### src/rtl/da_shift_acc_if.sv
// da_shift_acc_if
// Bundles the LUT-side plane inputs and the result handshake of da_shift_acc.
//   master : drives start, B_temp, gen_done, a0_bit, t, lut_in, out_ready
//            and observes busy, out_valid, acc_out, t_err
//   slave  : the shift-accumulate stage itself (opposite directions)
// B_temp is flattened: element k occupies bits [k*DATA_WIDTH_B +: DATA_WIDTH_B].
interface da_shift_acc_if #(
    parameter int DATA_WIDTH_A = 8,
    parameter int DATA_WIDTH_B = 8,
    parameter int K            = 4,
    parameter int LUT_WIDTH    = DATA_WIDTH_B + $clog2(K),
    parameter int ACC_WIDTH    = LUT_WIDTH + DATA_WIDTH_A + 2
);
    logic                          start;
    logic [K*DATA_WIDTH_B-1:0]     B_temp;
    logic                          gen_done;
    logic                          a0_bit;
    logic [7:0]                    t;
    logic signed [LUT_WIDTH:0]     lut_in;
    logic                          busy;
    logic                          out_valid;
    logic                          out_ready;
    logic signed [ACC_WIDTH-1:0]   acc_out;
    logic                          t_err;

    modport master (
        output start, B_temp, gen_done, a0_bit, t, lut_in, out_ready,
        input  busy, out_valid, acc_out, t_err
    );

    modport slave (
        input  start, B_temp, gen_done, a0_bit, t, lut_in, out_ready,
        output busy, out_valid, acc_out, t_err
    );
endinterface

### src/rtl/da_shift_acc.sv
// da_shift_acc
// Bit-serial shift-accumulate stage behind the distributed-arithmetic LUT.
// One signed LUT partial sum arrives per activation bit-plane, LSB first.
// The block undoes the A0 address conditioning (sign flip), weights each
// plane by 2^p (negative weight for the MSB plane) and starts from the
// offset-binary correction -S2, S2 = sum(B[k]>>>1). The final value is
// 2*sum((B[k]>>>1)*A[k]), held behind a valid/ready handshake.
// Ports:
//   clk, rst : clock, asynchronous active-high reset
//   bus      : da_shift_acc_if.slave (start/B_temp/gen_done/a0_bit/t/lut_in
//              in, busy/out_valid/acc_out/t_err out, out_ready in)
// Optional feature: define DA_SHIFT_ACC_TCHECK_EN to check the plane index t
// against the internal plane counter (sticky t_err). Undefined: t_err = 0.
module da_shift_acc #(
    parameter int DATA_WIDTH_A = 8,
    parameter int DATA_WIDTH_B = 8,
    parameter int K            = 4,
    parameter int LUT_WIDTH    = DATA_WIDTH_B + $clog2(K),
    parameter int ACC_WIDTH    = LUT_WIDTH + DATA_WIDTH_A + 2
) (
    input  logic           clk,
    input  logic           rst,
    da_shift_acc_if.slave  bus
);
    localparam int PW = (DATA_WIDTH_A > 1) ? $clog2(DATA_WIDTH_A) : 1;
    localparam logic [PW-1:0] P_LAST = PW'(DATA_WIDTH_A - 1);

    localparam logic [1:0] ST_IDLE = 2'd0;
    localparam logic [1:0] ST_ACC  = 2'd1;
    localparam logic [1:0] ST_HOLD = 2'd2;

    logic [1:0]                  state_r;
    logic [PW-1:0]               p_r;
    logic signed [ACC_WIDTH-1:0] acc_r;
    logic signed [ACC_WIDTH-1:0] acc_out_r;
    logic                        busy_r;
    logic                        out_valid_r;

    logic signed [ACC_WIDTH-1:0] s2_s;
    logic signed [ACC_WIDTH-1:0] term_s;
    logic signed [ACC_WIDTH-1:0] shifted_s;
    logic signed [ACC_WIDTH-1:0] acc_plane_s;
    logic                        plane_accept_s;
    logic                        last_plane_s;

    // Offset-binary correction: sum of halved weights, sign-extended.
    function automatic logic signed [ACC_WIDTH-1:0] half_sum(
        input logic [K*DATA_WIDTH_B-1:0] b
    );
        logic signed [ACC_WIDTH-1:0]    s;
        logic signed [DATA_WIDTH_B-1:0] e;
        logic signed [DATA_WIDTH_B-1:0] h;
        s = '0;
        for (int k = 0; k < K; k++) begin
            e = b[k*DATA_WIDTH_B +: DATA_WIDTH_B];
            h = e >>> 1;
            s = s + {{(ACC_WIDTH-DATA_WIDTH_B){h[DATA_WIDTH_B-1]}}, h};
        end
        return s;
    endfunction

    // Sign-extend a LUT partial sum to accumulator width.
    function automatic logic signed [ACC_WIDTH-1:0] sext_lut(
        input logic signed [LUT_WIDTH:0] v
    );
        return {{(ACC_WIDTH-LUT_WIDTH-1){v[LUT_WIDTH]}}, v};
    endfunction

    // Plane datapath: sign flip, 2^p weighting, MSB plane subtracts.
    always_comb begin
        s2_s           = half_sum(bus.B_temp);
        plane_accept_s = (state_r == ST_ACC) & bus.gen_done;
        last_plane_s   = (p_r == P_LAST);
        // Extend before negating so the most negative LUT value cannot wrap.
        if (bus.a0_bit) begin
            term_s = sext_lut(bus.lut_in);
        end else begin
            term_s = -sext_lut(bus.lut_in);
        end
        shifted_s = term_s <<< p_r;
        if (last_plane_s) begin
            acc_plane_s = acc_r - shifted_s;
        end else begin
            acc_plane_s = acc_r + shifted_s;
        end
    end

    // Control FSM, accumulator, plane counter and registered outputs.
    always_ff @(posedge clk or posedge rst) begin
        if (rst) begin
            state_r     <= ST_IDLE;
            p_r         <= '0;
            acc_r       <= '0;
            acc_out_r   <= '0;
            busy_r      <= 1'b0;
            out_valid_r <= 1'b0;
        end else begin
            case (state_r)
                ST_IDLE: begin
                    if (bus.start) begin
                        acc_r   <= -s2_s;
                        p_r     <= '0;
                        busy_r  <= 1'b1;
                        state_r <= ST_ACC;
                    end else begin
                        state_r <= ST_IDLE;
                    end
                end
                ST_ACC: begin
                    if (plane_accept_s) begin
                        acc_r <= acc_plane_s;
                        if (last_plane_s) begin
                            // Counter returns to 0 so non-power-of-two W needs no wrap.
                            p_r         <= '0;
                            acc_out_r   <= acc_plane_s;
                            out_valid_r <= 1'b1;
                            state_r     <= ST_HOLD;
                        end else begin
                            p_r <= p_r + 1'b1;
                        end
                    end else begin
                        state_r <= ST_ACC;
                    end
                end
                ST_HOLD: begin
                    if (bus.out_ready) begin
                        out_valid_r <= 1'b0;
                        busy_r      <= 1'b0;
                        state_r     <= ST_IDLE;
                    end else begin
                        state_r <= ST_HOLD;
                    end
                end
                default: begin
                    state_r     <= ST_IDLE;
                    p_r         <= '0;
                    busy_r      <= 1'b0;
                    out_valid_r <= 1'b0;
                end
            endcase
        end
    end

    assign bus.busy      = busy_r;
    assign bus.out_valid = out_valid_r;
    assign bus.acc_out   = acc_out_r;

`ifdef DA_SHIFT_ACC_TCHECK_EN
    logic t_err_r;

    // Sticky plane-order flag: set when an accepted plane's t differs from p.
    always_ff @(posedge clk or posedge rst) begin
        if (rst) begin
            t_err_r <= 1'b0;
        end else if (plane_accept_s && (bus.t != 8'(p_r))) begin
            t_err_r <= 1'b1;
        end else begin
            t_err_r <= t_err_r;
        end
    end

    assign bus.t_err = t_err_r;
`else
    logic [7:0] unused_t_s;
    assign unused_t_s = bus.t;
    assign bus.t_err  = 1'b0;
`endif

endmodule
### src/flat_wrapper.sv
// flat-port wrapper written by rule: the top's interface ports become plain ports
module da_shift_acc_flat 
#(
    parameter int DATA_WIDTH_A = 8,
    parameter int DATA_WIDTH_B = 8,
    parameter int K            = 4,
    parameter int LUT_WIDTH    = DATA_WIDTH_B + $clog2(K),
    parameter int ACC_WIDTH    = LUT_WIDTH + DATA_WIDTH_A + 2
)
  (clk, rst, bus_start, bus_B_temp, bus_gen_done, bus_a0_bit, bus_t, bus_lut_in, bus_out_ready, bus_busy, bus_out_valid, bus_acc_out, bus_t_err);
  da_shift_acc_if #(.DATA_WIDTH_A(DATA_WIDTH_A), .DATA_WIDTH_B(DATA_WIDTH_B), .K(K), .LUT_WIDTH(LUT_WIDTH), .ACC_WIDTH(ACC_WIDTH)) bus_i ();
  input  logic clk;
  input  logic rst;
  input wire logic [$bits(bus_i.start)-1:0] bus_start;
  input wire logic [$bits(bus_i.B_temp)-1:0] bus_B_temp;
  input wire logic [$bits(bus_i.gen_done)-1:0] bus_gen_done;
  input wire logic [$bits(bus_i.a0_bit)-1:0] bus_a0_bit;
  input wire logic [$bits(bus_i.t)-1:0] bus_t;
  input wire logic [$bits(bus_i.lut_in)-1:0] bus_lut_in;
  input wire logic [$bits(bus_i.out_ready)-1:0] bus_out_ready;
  output wire logic [$bits(bus_i.busy)-1:0] bus_busy;
  output wire logic [$bits(bus_i.out_valid)-1:0] bus_out_valid;
  output wire logic [$bits(bus_i.acc_out)-1:0] bus_acc_out;
  output wire logic [$bits(bus_i.t_err)-1:0] bus_t_err;
  assign bus_i.start = bus_start;
  assign bus_i.B_temp = bus_B_temp;
  assign bus_i.gen_done = bus_gen_done;
  assign bus_i.a0_bit = bus_a0_bit;
  assign bus_i.t = bus_t;
  assign bus_i.lut_in = bus_lut_in;
  assign bus_i.out_ready = bus_out_ready;
  assign bus_busy = bus_i.busy;
  assign bus_out_valid = bus_i.out_valid;
  assign bus_acc_out = bus_i.acc_out;
  assign bus_t_err = bus_i.t_err;
  da_shift_acc #(.DATA_WIDTH_A(DATA_WIDTH_A), .DATA_WIDTH_B(DATA_WIDTH_B), .K(K), .LUT_WIDTH(LUT_WIDTH), .ACC_WIDTH(ACC_WIDTH)) u_core (.clk(clk), .rst(rst), .bus(bus_i));
endmodule
### config.mk
export PLATFORM = sky130hd
export DESIGN_NAME = da_shift_acc_flat
export DESIGN_NICKNAME = d
export VERILOG_FILES = /design/src/rtl/da_shift_acc_if.sv /design/src/rtl/da_shift_acc.sv /design/src/flat_wrapper.sv
export SDC_FILE = /design/constraint.sdc
export NUM_CORES = 1
export LEC_CHECK = 0
export ABC_AREA = 0
export CAP_MARGIN = 10
export CORE_MARGIN = 4
export CORE_UTILIZATION = 55
export CTS_CLUSTER_SIZE = 16
export DETAILED_ROUTE_END_ITERATION = 7
export PLACE_DENSITY = 0.87
export SLEW_MARGIN = 20
export SYNTH_ARGS = -nofsm -noshare
export SYNTH_HDL_FRONTEND = slang
export SYNTH_SLANG_ARGS = --single-unit
### constraint.sdc
create_clock -name clk -period 5.15 [get_ports clk]
set_input_delay 0.7725 -clock clk [delete_from_list [all_inputs] [get_ports clk]]
set_output_delay 0.7725 -clock clk [all_outputs]
set_load 0.01 [all_outputs]
-- Word level (Yosys, flattened, before mapping)
Cells that the tools add are included.
- bits in registers: 47
- logic and storage cells: 54
- $add $sub $neg: 8
- equality and inequality tests: 8
- shift-type cells: 1
- muxes and demuxes: 20
- bitwise logic cells: 4
- reductions and logical operators: 7
- operator list (operator ; number):
    2-to-1 mux 20 bit ; 4
    adder 20 bit ; 3
    case mux 20 bit (2 select lines) ; 1
    negator 11 -> 20 bit ; 1
    negator 20 bit ; 1
    <<< shifter 20 x 3 -> 20 bit ; 1
    subtractor 20 bit ; 1
    AND reduction 3 bit ; 4
    2-to-1 mux 3 bit ; 3
    case mux 3 bit (3 select lines) ; 1
    adder 7 x 7 -> 8 bit ; 1
    2-to-1 mux 2 bit ; 3
    case mux 1 bit (3 select lines) ; 2
    case mux 2 bit (3 select lines) ; 1
    2-to-1 mux 1 bit ; 5
    != test 2 x 1 -> 1 bit, second input constant ; 2
    != test 2 bit, second input constant ; 2
    AND reduction 4 bit ; 1
    adder 3 x 1 -> 3 bit, second input constant ; 1
    equality test 3 bit, second input constant ; 1
    != test 3 bit, second input constant ; 1
    NOT 1 bit ; 3
    equality test 2 x 1 -> 1 bit, second input constant ; 1
    equality test 2 bit, second input constant ; 1
    3 further kinds ; 3

-- Longest topological paths before layout
Gate-level depths: netlist of run 1.
- word-level depth: 7
- mapped depth: 23

-- Worst setup path before layout of run 1
OpenSTA, ideal clock, no wires.
- kind: input port to flip-flop
- start point: in bus_lut_in[0]
- end point: reg u_core.acc_out_r[19], in the netlist u_core.bus.acc_out[19]
- arrival time: 4.788 ns
- required time: 5.020 ns
- slack: 0.232 ns
- stages: 22
- path buffers: 0
- path through: inv_1 ha_1 or3b_1 a211o_1 mux2_2 a22oi_1 nor2_1 a31oi_1 and2_1 a41oi_1 xor2_1 ha_1 or3_1 nor3_1 o211ai_1 nand3_1 o21ai_0 a21o_1 a21o_1 a31oi_1 xnor2_1 o21ai_1
- cells in the longest elaborated chain, start to end: 5
- elaborated cells between the ends (all ways): 6
- ends and longest elaborated chain (what ; line ; RTL):
    start, declared ; flat_wrapper.sv:19 ; input wire logic [$bits(bus_i.lut_in)-1:0] bus_lut_in;
    negator 11 -> 20 bit ; da_shift_acc.sv:78 ; term_s = -sext_lut(bus.lut_in);
    2-to-1 mux 20 bit (*) ; da_shift_acc.sv:75 ; if (bus.a0_bit) begin
    <<< shifter 20 x 3 -> 20 bit (*) ; da_shift_acc.sv:80 ; shifted_s = term_s <<< p_r;
    adder 20 bit or subtractor 20 bit (tied branches) ; da_shift_acc.sv:84, da_shift_acc.sv:82 ;
    2-to-1 mux 20 bit (*) ; da_shift_acc.sv:81 ; if (last_plane_s) begin
    end signal, assigned ; da_shift_acc.sv:115 ; acc_out_r <= acc_plane_s;
    end, declared ; da_shift_acc.sv:35 ; logic signed [ACC_WIDTH-1:0] acc_out_r;
Every way passes the cells marked *; elsewhere a longest branch is shown, timed or not.
A chain may end at the register's enable or synchronous reset.

-- Final worst setup path of run 1
- start point: in bus_lut_in[0]
- end point: reg u_core.acc_r[19]
- cells in the longest elaborated chain, start to end: 7
- elaborated cells between the ends (all ways): 8
- ends and longest elaborated chain (what ; line ; RTL):
    negator 11 -> 20 bit ; da_shift_acc.sv:78 ;
    2-to-1 mux 20 bit (*) ; da_shift_acc.sv:75 ;
    <<< shifter 20 x 3 -> 20 bit (*) ; da_shift_acc.sv:80 ;
    adder 20 bit or subtractor 20 bit (tied branches) ; da_shift_acc.sv:84, da_shift_acc.sv:82 ;
    2-to-1 mux 20 bit (*) ; da_shift_acc.sv:81 ;
    2-to-1 mux 20 bit (*) ; da_shift_acc.sv:110 ; if (plane_accept_s) begin
    case mux 20 bit (2 select lines) (*) ; da_shift_acc.sv:98 ; case (state_r)
    end signal, assigned ; da_shift_acc.sv:101 ; acc_r <= -s2_s;
    end signal, assigned ; da_shift_acc.sv:111 ; acc_r <= acc_plane_s;
    end, declared ; da_shift_acc.sv:34 ; logic signed [ACC_WIDTH-1:0] acc_r;
Every way passes the cells marked *; elsewhere a longest branch is shown, timed or not. The select of a mux whose other input is x is not followed.

==> results of run 1 <==
[worst max-delay path: cells and delay by family]
family / cells / cell delay, ns
compound gates: 10 / 2.05
simple gates: 3 / 0.87
fa+ha+maj: 2 / 0.50
mux: 1 / 0.46
buf+inv: 3 / 0.34
xor+xnor: 2 / 0.29
[worst max path at each step]
stage               cells past startpoint          start                endpoint
floorplan                              22  bus_lut_in[0]  u_core.bus.acc_out[19]
global placement                       23  bus_lut_in[0]  u_core.bus.acc_out[19]
detailed placement                     23  bus_lut_in[0]  u_core.bus.acc_out[19]
CTS                                    23  bus_lut_in[0]  u_core.bus.acc_out[19]
global route                           23  bus_lut_in[0]        u_core.acc_r[19]
finish                                 21  bus_lut_in[0]        u_core.acc_r[19]
[final cells by class]
type                       count  area (um^2)
multi-input combinational    498         3802
inverter                      47        176.4
clock buffer                   6        82.58
clock inverter                 2        16.27
tap                          111        138.9
fill                         635         2320
timing repair buffer         174         1484
sequential                    47         1176
[cell usage in the layout, fill, tap and decap left out, types with 8 or more instances in the layout]
master,synthesis,layout
xnor2_1,21,18
fa_1,10,10
xor2_1,31,30
mux2_2,9,9
nand2_1,56,56
a31oi_1,17,16
inv_1,47,45
nor2_1,57,56
o211ai_1,8,8
a21oi_1,39,33
nor2b_1,13,13
o21ai_0,48,40
buf_4,2,108
a21o_1,11,11
clkdlybuf4s50_1,0,61
nand3_1,10,10
dfrtp_1,47,47
mux2i_1,10,10
ha_1,50,49
[metal layers]
metal	vias to the layer above	part of all wire	wire length, um	track usage
met4	0	0.033	465	0.08810
met3	45	0.055	766	0.02779
met5	-	0	0	0
met2	204	0.52	7227	0.4624
li1	2499	-	-	-
met1	2471	0.40	5550	0.2638
[sequential cells by signal, indices dropped and copies added, names as in the netlist]
name / count
u_core.bus.acc_out: 20
u_core.p_r: 3
u_core.bus.out_valid: 1
u_core.state_r: 2
u_core.acc_r: 20
u_core.bus.busy: 1
[through the flow]
step                area (um^2)    util  hold slack [ns]  setup TNS (ns)  power (mW)
floorplan                  5159       -           0.4453               0       3.221
global placement           6555  0.7128           0.4647          -1.540       4.617
detailed placement         6555  0.7128           0.4697          -4.108       4.807
CTS                        6718  0.7305           0.4912               0       5.169
global route               6877  0.7478           0.5230         -0.2034       5.943
finish                     6877  0.7478           0.4840               0       5.502
[logic make-up (layout without fill, tap and decap cells)]
logic type,count (synthesis),in the layout,share of synthesized area
AND/OR/NAND/NOR,190,190,0.1860
AO/OA/AOI/OAI,170,170,0.2105
buffers and inverters,78,229,0.06112
adder cells (fa/ha/maj),60,60,0.1601
XOR/XNOR,52,52,0.08829
flip-flops,47,47,0.2280
multiplexers,25,25,0.06525
other,1,1,0.0007269
[power by group through the flow]
| stage | Clock [mW] | Sequential [mW] | Combinational [mW] |
|---|---|---|---|
| 2_1_floorplan | 0 | 0.689 | 2.53 |
| 3_3_place_gp | 0 | 0.703 | 3.91 |
| 3_5_place_dp | 0 | 0.717 | 4.09 |
| 4_1_cts | 0.247 | 0.711 | 4.21 |
| 5_1_grt | 0.260 | 0.740 | 4.94 |
| 6_report | 0.244 | 0.715 | 4.54 |
[repair_timing]
| action | 4_1_cts | 5_1_grt |
|---|---|---|
| buffers inserted | 4 | 6 |
| pin swaps | 5 | 20 |
| resized for setup | 10 | 32 |
| setup endpoints to repair | 6 | 15 |
==> key figures, run 1 <==
Logic synthesis
  – Most common cell in the netlist: nor2_1
  – Synth Instances: slightly above 600
  – Synth cell types: between 70 and 80
  – Net Count, Synth: 740
  – Ys async rst share: 1.000
  – Area leader, netlist: dfrtp_1
  – EDFF count, synth: 0
  – Sequential share of the synthesized area: 0.2280
  – Synth top area share: 0.2280
  – Cell area after synthesis: about 5200 um^2
  – Synth warn: 0
  – Synth top cells by count: 57 x nor2_1, 56 x nand2_1, 50 x ha_1
  – Top cells by area, synth: dfrtp_1 23%, ha_1 12%, xor2_1 5.3%, o21ai_0 4.7%, nor2_1 4.1%
  – Most used DFF post-synth: dfrtp_1
  – Synthesized area per cell: slightly above 8 um^2
  – Flops & latches, synth: between 40 and 50

Setup path
  – Cell breakdown of the critical path: dlymetal6s2s_1, inv_2, ha_2, or3b_4, a211o_1, buf_4, mux4_2, a222oi_1, and2_1, and4_4, a21oi_1, xor2_1, ha_1, a21o_1, a21oi_2, o21ai_2, a21o_1, a21o_1, a31oi_4, xnor2_2, o31ai_2
  – CP Launch Type: input port
  – CP Data Required Time: 5.37 ns
  – CP dominant cell by count: a21o_1
  – CP peak stage delay: between 0.4 and 0.5 ns
  – CP max FO: 3
  – Crit-path slowest cell: mux4_2
  – Reg2reg start: u_core.p_r[0]
  – CP arrival: 5.30 ns
  – Setup crit end kind: register
  – Setup CP Type: input port to register
  – Reg2reg end: u_core.acc_r[19]
  – Reg2Reg Setup Slack: roughly 0.3 ns
  – R2R cell count: 19

STA
  – Final setup fails: 0
  – Slew margin rel.: 0.2903
  – Time the worst path needs with I/O delays and setup: between 5 and 6 ns
  – Max Fclk: 197.0 MHz
  – Period utilization: 0.9858
  – Hold Fails Final Rpt: 0
  – Final slew viol count: 0
  – Worst-Margin Slew: roughly 1.1 ns
  – Skew final: 0.01160 ns
  – Fin worst setup slack: between 0.07 and 0.08 ns

Floorplan
  – Die width: 104.8 um
  – # rows: 35
  – Chip height: about 100 um
  – Core area: roughly 9200 um^2
  – Ports: 80
  – Die area: between 10000 and 15000 um^2
  – Initial Util: 0.5610

Flow run
  – Max Cap Viol: 0

Worst hold path
  – Hold path start: u_core.bus.acc_out[16]
  – Hold Crit Class: register to register
  – WHS Path Cells: 2
  – End of the worst hold path: u_core.bus.acc_out[16]

Placement
  – Detailed Place HPWL: approximately 11000 um
  – PortBufs: 66
  – Dpl cells: roughly 870
  – DP Worst Slack: -0.4887 ns
  – Routability Congestion: approximately 0.94

Pwr
  – PD cells: approximately 800 nW/um^2
  – Combinational share of power: 0.826
  – P_sw: 2.590 mW
  – Peak supply drop: 0.4987 mV
  – Leak: roughly 3.3 nW
  – Switch share: 0.4708
  – Clk network pwr share: 0.044
  – Pint: ~2.9 mW
  – Part of the power in registers: 0.130

CTS
  – Num CTS Buffers: 5
  – Clk root buf: clkbuf_8
  – Hold Buf Count CTS: 0
  – H-tree depth: 2
  – Clock transition at the registers of the reported paths: about 0.090 ns
  – Clock sinks: between 40 and 50
  – Max clock buf depth: 2
  – Worst skew pair latency: 0.31 ns
  – CTS tree: built

Detailed routing
  – Post-DRT Antenna Nets: 0
  – Vias per Instance: ~6
  – Initial detailed-routing violation count: ~300
  – TritonRoute pass-1 iters: 5
  – Routed wire length: approximately 14000 um
  – Vias: 5219
  – Drt drc: 0
  – Wire per inst: between 15 and 20 um

Global route
  – Vias in the first global route: roughly 5.2k
  – Largest net degree at the start of global routing: 48
  – GRT Overall Usage: 0.2387
  – First-pass GRT wire length: around 22000 um
  – Grt total ovfl: 0
  – Antenna violations before repair: 0

Layout
  – N_diodes: 0
  – Nets: 890
  – Fraction of layout instances using a drive strength above 1: 0.2222
  – Area Growth Syn to Fin: 33.30%
  – Post-Layout Cell Count: 885

Outcome
  – Status: complete, no violations
Power figures use the tool's default switching activity.
==> run 2: changes to the inputs <==
--- a/config.mk
+++ b/config.mk
@@ -9,6 +9,7 @@
 export CAP_MARGIN = 10
 export CORE_MARGIN = 4
 export CORE_UTILIZATION = 55
+export CTS_CLUSTER_DIAMETER = 50
 export CTS_CLUSTER_SIZE = 16
 export DETAILED_ROUTE_END_ITERATION = 7
 export PLACE_DENSITY = 0.87
==> results of run 2 <==
Same layout as run 1: the final DEF is identical, and so are final timing and power.
